**config.mk**
```make
export PLATFORM = sky130hd
export DESIGN_NAME = pop_count_pipe
export DESIGN_NICKNAME = d
export VERILOG_FILES = /design/src/rtl/pop_count_pipe.sv
export SDC_FILE = /design/constraint.sdc
export NUM_CORES = 1
export LEC_CHECK = 0
export ABC_AREA = 1
export BUFFER_PORTS_ARGS = -buffer_cell sky130_fd_sc_hd__buf_2
export CAP_MARGIN = 20
export CORE_UTILIZATION = 47
export CTS_CLUSTER_SIZE = 24
export DETAILED_ROUTE_END_ITERATION = 16
export GPL_TIMING_DRIVEN = 0
export PLACE_DENSITY = 0.67
export SYNTH_ARGS = -nofsm -noshare
export SYNTH_HDL_FRONTEND = slang
export SYNTH_SLANG_ARGS = --single-unit
```
**constraint.sdc**
```tcl
create_clock -name clk -period 4.7 [get_ports clk]
set_input_delay 0.94 -clock clk [delete_from_list [all_inputs] [get_ports clk]]
set_output_delay 0.94 -clock clk [all_outputs]
set_load 0.05 [all_outputs]
```
**src/rtl/pop_count_pipe.sv**
```systemverilog
// Pipelined population counter: input register, one registered pairwise-adder level per stage,
// then an output stage that either passes the count through or sums it into a saturating frame total.
module pop_count_pipe #(
  parameter int WIDTH     = 16,
  parameter int ACC_WIDTH = 16
) (
  input  logic                 clk,
  input  logic                 rst,
  input  logic                 in_valid,
  output logic                 in_ready,
  input  logic [WIDTH-1:0]     bin,
  input  logic                 in_last,
  input  logic                 acc_mode,
  output logic                 out_valid,
  input  logic                 out_ready,
  output logic [ACC_WIDTH-1:0] out,
  output logic                 out_sat
);

  localparam int LEVELS = $clog2(WIDTH);
  localparam int CW     = $clog2(WIDTH + 1);

  logic               en;
  logic [WIDTH-1:0]   bin_q;
  logic [CW-1:0]      node [1:WIDTH-1];
  logic [LEVELS:0]    v_pipe;
  logic [LEVELS:0]    m_pipe;
  logic [LEVELS:0]    l_pipe;
  logic [CW-1:0]      count;
  logic               tail_valid;
  logic               tail_mode;
  logic               tail_last;

  logic [ACC_WIDTH-1:0] acc;
  logic                 sticky;
  logic [ACC_WIDTH:0]   sum_raw;
  logic                 sum_ovf;
  logic [ACC_WIDTH-1:0] sum_sat;

  // One shared enable freezes the whole pipeline while the result is held.
  assign en       = !out_valid || out_ready;
  assign in_ready = en;

  // Heap-indexed adder tree: node i sums children 2i and 2i+1; indices >= WIDTH are raw bits.
  // Level k occupies nodes WIDTH>>k .. (WIDTH>>(k-1))-1, so node[1] is the final count.
  always_ff @(posedge clk or posedge rst) begin
    if (rst) begin
      bin_q <= '0;
      for (int i = 1; i < WIDTH; i++) node[i] <= '0;
    end else if (en) begin
      bin_q <= bin;
      for (int i = WIDTH / 2; i < WIDTH; i++)
        node[i] <= CW'(bin_q[2*i-WIDTH]) + CW'(bin_q[2*i+1-WIDTH]);
      for (int i = 1; i < WIDTH / 2; i++)
        node[i] <= node[2*i] + node[2*i+1];
    end
  end

  always_ff @(posedge clk or posedge rst) begin
    if (rst) begin
      v_pipe <= '0;
      m_pipe <= '0;
      l_pipe <= '0;
    end else if (en) begin
      v_pipe[0] <= in_valid;
      m_pipe[0] <= acc_mode;
      l_pipe[0] <= in_last;
      for (int k = 1; k <= LEVELS; k++) begin
        v_pipe[k] <= v_pipe[k-1];
        m_pipe[k] <= m_pipe[k-1];
        l_pipe[k] <= l_pipe[k-1];
      end
    end
  end

  assign count      = node[1];
  assign tail_valid = v_pipe[LEVELS];
  assign tail_mode  = m_pipe[LEVELS];
  assign tail_last  = l_pipe[LEVELS];

  assign sum_raw = {1'b0, acc} + (ACC_WIDTH+1)'(count);
  assign sum_ovf = sum_raw[ACC_WIDTH];
  assign sum_sat = sum_ovf ? '1 : sum_raw[ACC_WIDTH-1:0];

  // A frame is in progress whenever acc or sticky is nonzero; last word returns both to zero.
  always_ff @(posedge clk or posedge rst) begin
    if (rst) begin
      out_valid <= 1'b0;
      out       <= '0;
      out_sat   <= 1'b0;
      acc       <= '0;
      sticky    <= 1'b0;
    end else if (en) begin
      if (!tail_valid) begin
        out_valid <= 1'b0;
      end else if (!tail_mode) begin
        out       <= ACC_WIDTH'(count);
        out_sat   <= 1'b0;
        out_valid <= 1'b1;
      end else if (tail_last) begin
        out       <= sum_sat;
        out_sat   <= sticky || sum_ovf;
        out_valid <= 1'b1;
        acc       <= '0;
        sticky    <= 1'b0;
      end else begin
        acc       <= sum_sat;
        sticky    <= sticky || sum_ovf;
        out_valid <= 1'b0;
      end
    end
  end

endmodule
```
==> results.toml, run 1 <==
[timing]
finalHoldViolations = 0
max_clock_freq_ghz = 0.334
fin_crit_ns = 3.00
slew_headroom = 0.627
finalSetupViolCount = 0
drv_slew = 0
grt_setup_unrepaired = "false"
fin_crit_sh = 0.638
skew_ns = 0.0144
worstMarginPinSlew_ns = 0.560

[pwr]
seqPwrFrac = 0.413
p_switching_mw = 1.41
p_per_area_mw_per_mm2 = 594
power.total_mw = 3.49
p_comb_frac = 0.433
peakVddDrop_mv = 0.313
power_leakage_nw = 3.05
power_frac_clock = 0.154
power_switching_share = 0.404
p_int_mw = 2.08

[logic_synthesis]
ys_seq_area_frac = 0.506
syn_inst = 518
yosysTopAreaCell = "dfrtp_1"
yosys_warnings = 0
yosysTopAreaCellShare = 0.506
ys_top_cells_by_area = "dfrtp_1, mux2_2, nand2_1"
synth_area_per_cell_um2 = 10.2
synth_edf_count = 0
synth.most_common_cell = "nand2_1"
yosysUniqueCellTypes = 28
synth_common_cells = "nand2_1, dfrtp_1, mux2_2, inv_1, nand3_1"
synth_area_mm2 = 0.00529
synthArstFlopShare = 1.00
ys_ff_latch = 107
syn_nets = 575
yosys_most_used_dff = "dfrtp_1"

[clock_network]
cts-root-buf = "clkbuf_8"
cts_hold_buffers = 0
numCtsBuffers = 9
post_cts_buffers = 0
clock_path_buffers = 2
cts.sinks = 107
worstSkewPairLatency_ns = 0.38
clk_pin_slew_ns = 0.09
cts.htree.levels = 3
post_cts_resized = 0
cts_tree = "yes"

[setup_path]
r2r-end = "acc[11]"
end_kind = "output port"
startpoint = "out_ready"
worstPathRequired_ns = 3.76
crit_type = "in2out"
crit_fanout = 10
cp_data_arrival_time_ns = 2.06
worst-r2r-setup-slack_ns = 2.53
start_kind = "input port"
ff2ff_path_depth = 11
crit_end = "in_ready"
r2r_start = "count[0]"

[finish]
drive_above_1_share = 0.267
post-route-util = 0.540
diodes = 0
areaGrowthSynthToFinish_pct = 11.1
fill_cells = 981
layout.nets = 627

[grt]
grt_pass1_wl_um = 17400
grt.overflow.total = 0
grtUsageTotal = 0.194
antenna_found_initial = 0
grt_max_degree = 74
grt_pass1_vias = 3794

[routing]
drt_pass1_iterations = 4
drc = 0
drt_wl_total_um = 9930
via_count = 3659
viasPerCell = 5.12
wl_per_cell_um = 13.9
drt-initial-drc-count = 86
drtAntennaViolNets = 0

[floorplan]
start_util = 0.486
core-area_mm2 = 0.0109
die_w_um = 108
dieArea_mm2 = 0.0117
die_h_um = 108
ios = 41
placement_rows = 38

[hold_path]
hp-start = "out[1]"
hp-class = "reg2reg"

[job]
max-cap-violations = 0

[place]
place_congestion = 0.851
dp_hpwl_um = 7290
port_buffers = 40

[status]
status = "completed"
[power by group through the flow]
stage                     clock [mW]  sequential [mW]  combinational, mW
after floorplan                    0             1.55               1.04
after global placement             0             1.46               1.47
after detailed placement           0             1.47               1.52
after CTS                      0.559             1.45               1.53
after global routing           0.590             1.49               1.71
final                          0.537             1.44               1.51
[critical path, cell delays in order]
cell	delay [ns]
buf_2	0.08
inv_1	0.05
nand2_2	0.14
buf_2	0.28
buf_2	0.26
buf_2	0.30
[registers in the layout, indices dropped and copies added, names as in the netlist]
name	cells
node	36
out	16
acc	16
m_pipe	5
count	5
bin_q	16
sticky	1
out_valid	1
v_pipe	5
l_pipe	5
out_sat	1
[worst min-delay path by stage]
stage | endpoint | slack, ns | cells after the start
finish | out[1] | 0.48 | 2
global route | out[7] | 0.50 | 2
CTS | out[4] | 0.48 | 2
detailed placement | out[14] | 0.46 | 2
global placement | out[6] | 0.46 | 2
floorplan | l_pipe[4] | 0.45 | 2
[area by class of cell]
cell class              count  area, µm²  share of cell area
clock inverters             5       45.0             0.00766
repair buffers             41        228              0.0387
plain buffers              15       80.1              0.0136
well taps                 140        175              0.0298
multi-input cells         356       2390               0.406
flip-flops and latches    107       2680               0.455
inverters                  40        153              0.0260
clock buffers              10        138              0.0234
[cell usage in the layout, fill, tap and decap left out, types with 2 or more instances in the layout]
| cell | Yosys | layout |
|---|---|---|
| a21oi_1 | 14 | 14 |
| buf_2 | 10 | 50 |
| clkbuf_1 | 3 | 3 |
| clkbuf_8 | 0 | 10 |
| clkinv_4 | 0 | 2 |
| dfrtp_1 | 107 | 107 |
| fa_1 | 8 | 8 |
| ha_1 | 27 | 27 |
| inv_1 | 35 | 34 |
| inv_2 | 5 | 5 |
| mux2_2 | 57 | 57 |
| nand2_1 | 143 | 143 |
| nand2_2 | 4 | 4 |
| nand2_4 | 2 | 2 |
| nand3_1 | 30 | 30 |
| nand3_2 | 8 | 8 |
| nand3b_1 | 7 | 7 |
| nor2_1 | 22 | 22 |
| nor2_2 | 3 | 3 |
| nor2_4 | 3 | 3 |
| o21ai_0 | 17 | 17 |
| o21ai_1 | 2 | 2 |
| xnor2_1 | 3 | 3 |
| xor2_1 | 2 | 2 |
[routing by layer]
| metal | up-vias | GRT usage | wire [µm] |
|---|---|---|---|
| met5 | - | 0 | 0 |
| met4 | 0 | 0.0832 | 231 |
| met3 | 15 | 0.0452 | 333 |
| met2 | 48 | 0.335 | 5070 |
| met1 | 1794 | 0.232 | 4290 |
| li1 | 1802 | - | - |
[through the flow]
step	area [µm²]	worst slack, ns	setup TNS (ns)	hold slack (ns)	std cells
after floorplan	5290	0.943	0	0.449	518
after global placement	5670	-0.278	-29.03	0.458	698
after detailed placement	5700	1.67	0	0.460	699
after CTS	5880	1.67	0	0.484	714
after global routing	5880	1.61	0	0.500	714
final	5880	1.70	0	0.477	714
[cells by family (layout without fill, tap and decap cells)]
logic type                 Yosys count  after routing  synth area share
and+or+nand+nor                    225            225             0.195
DFF                                107            107             0.506
muxes                               57             57             0.121
buffers and inverters               55            111            0.0435
adders and majority gates           35             35            0.0941
AOI/OAI and AO/OA                   34             34            0.0324
xor gates and xnor gates             5              5           0.00827
No activity file was read; power rests on OpenSTA's default activity.
==> inputs of run 2 (changes only) <==
PLACE_DENSITY = 0.69   (was 0.67)
clock period = 2.5 ns   (was 4.7 ns; I/O delays follow)
==> run 2 against run 1 <==
Compared with the run above: critical path depth fell by 2; count of clock-buffer cells in the layout unchanged; sequential share of layout area decreased by 0.47 points; non-clock buffer count is 1 higher; cell count grew 0.28%; worst setup slack worse by 1.5 ns; worst hold slack lost 0.28 ns; critical endpoint unchanged; largest cell class unchanged; highest routed layer unchanged.
==> results.toml, run 2 (synthesis results as in run 1) <==
[status]
status = "completed"

[clock_network]
numCtsBuffers = 9
clock_path_buffers = 2
cts.htree.levels = 3
post_cts_resized = 0
cts_tree = "yes"
clk_pin_slew_ns = 0.11
cts.sinks = 107
post_cts_buffers = 0
cts-root-buf = "clkbuf_8"
worstSkewPairLatency_ns = 0.39
cts_hold_buffers = 0

[timing]
fin_crit_sh = 0.933
skew_ns = 0.0133
max_clock_freq_ghz = 0.429
finalHoldViolations = 0
finalSetupViolCount = 0
setup_tns_ns = 0
worstMarginPinSlew_ns = 0.691
slew_headroom = 0.538
fin_crit_ns = 2.33
drv_slew = 0
grt_setup_unrepaired = "false"

[floorplan]
placement_rows = 38
dieArea_mm2 = 0.0117
die_w_um = 108
ios = 41
core-area_mm2 = 0.0109
die_h_um = 108
start_util = 0.486

[setup_path]
r2r-end = "acc[1]"
ff2ff_path_depth = 11
crit_fanout = 10
worst-r2r-setup-slack_ns = 0.32
startpoint = "out_valid"
start_kind = "flip-flop"
cp_data_arrival_time_ns = 1.83
end_kind = "output port"
worstPathRequired_ns = 2.00
crit_end = "in_ready"
r2r_start = "count[0]"
crit_type = "reg2out"

[grt]
grt_pass1_wl_um = 17500
grt.overflow.total = 0
grt_max_degree = 42
grt_pass1_vias = 3814
antenna_found_initial = 0
grtUsageTotal = 0.196

[pwr]
peakVddDrop_mv = 0.665
power.total_mw = 6.76
power_switching_share = 0.394
p_per_area_mw_per_mm2 = 1140
p_comb_frac = 0.416
power_leakage_nw = 3.07
p_switching_mw = 2.67
seqPwrFrac = 0.403
power_frac_clock = 0.181
p_int_mw = 4.10

[routing]
drt-initial-drc-count = 123
drc = 0
drtAntennaViolNets = 0
viasPerCell = 5.15
drt_pass1_iterations = 4
wl_per_cell_um = 13.8
drt_wl_total_um = 9920
via_count = 3688

[finish]
final_cell_mix = "nand2_1, dfrtp_1, mux2_2, buf_2, inv_1"
areaGrowthSynthToFinish_pct = 12.3
top_register = "node"
largest_reg_flops = 36
layout.nets = 628
mostFrequentLayoutCell = "nand2_1"
drive_above_1_share = 0.267
diodes = 0

[place]
dp_hpwl_um = 7480
place_congestion = 0.966
port_buffers = 40

[hold_path]
hp-class = "in2async"

[job]
max-cap-violations = 0
run 2: layer usage:
layer,vias up,part of all wire,GRT usage
met5,-,0,0
met2,60,0.51,0.328
met3,17,0.030,0.0356
met1,1813,0.44,0.243
met4,0,0.020,0.101
li1,1798,-,-
run 2: final cells by class:
cell class / count / area [µm²]
Clock inverter: 6 / 103
Inverter: 40 / 154
Sequential cell: 107 / 2680
Buffer: 15 / 80.1
Tap cell: 140 / 175
Fill cell: 975 / 4940
Timing Repair Buffer: 42 / 240
Clock buffer: 10 / 128
Multi-Input combinational cell: 356 / 2390
run 2: power groups by stage:
stage | combinational [mW] | sequential (mW) | clock, mW
2_1_floorplan | 1.96 | 2.92 | 0
3_3_place_gp | 2.74 | 2.74 | 0
3_5_place_dp | 2.85 | 2.77 | 0
4_1_cts | 2.86 | 2.73 | 1.26
5_1_grt | 3.23 | 2.81 | 1.33
6_report | 2.81 | 2.73 | 1.22
run 2: worst min-delay path by stage:
stage / endpoint / slack (ns) / cells after the start
4_1_cts: out[4] / 0.21 / 2
5_1_grt: out[1] / 0.26 / 2
2_1_floorplan: l_pipe[4] / 0.45 / 2
3_3_place_gp: out[5] / 0.46 / 2
6_report: out[4] / 0.20 / 2
3_5_place_dp: out[14] / 0.46 / 2
run 2: critical path, stage by stage, from the launching register on:
cell and delay (ns):
dfrtp_1 0.43, nand2_2 0.15, buf_2 0.27, buf_2 0.28, buf_2 0.31
run 2: through the flow:
| step | hold WS [ns] | cells | worst slack (ns) | utilization | area (µm²) |
|---|---|---|---|---|---|
| floorplan | 0.449 | 518 | 0.594 | - | 5300 |
| finish | 0.200 | 716 | 0.168 | 0.546 | 5940 |
| global placement | 0.457 | 698 | 0.0185 | 0.521 | 5670 |
| global route | 0.255 | 716 | 0.0390 | 0.546 | 5940 |
| detailed placement | 0.460 | 700 | 0.323 | 0.525 | 5710 |
| CTS | 0.214 | 716 | 0.136 | 0.546 | 5940 |
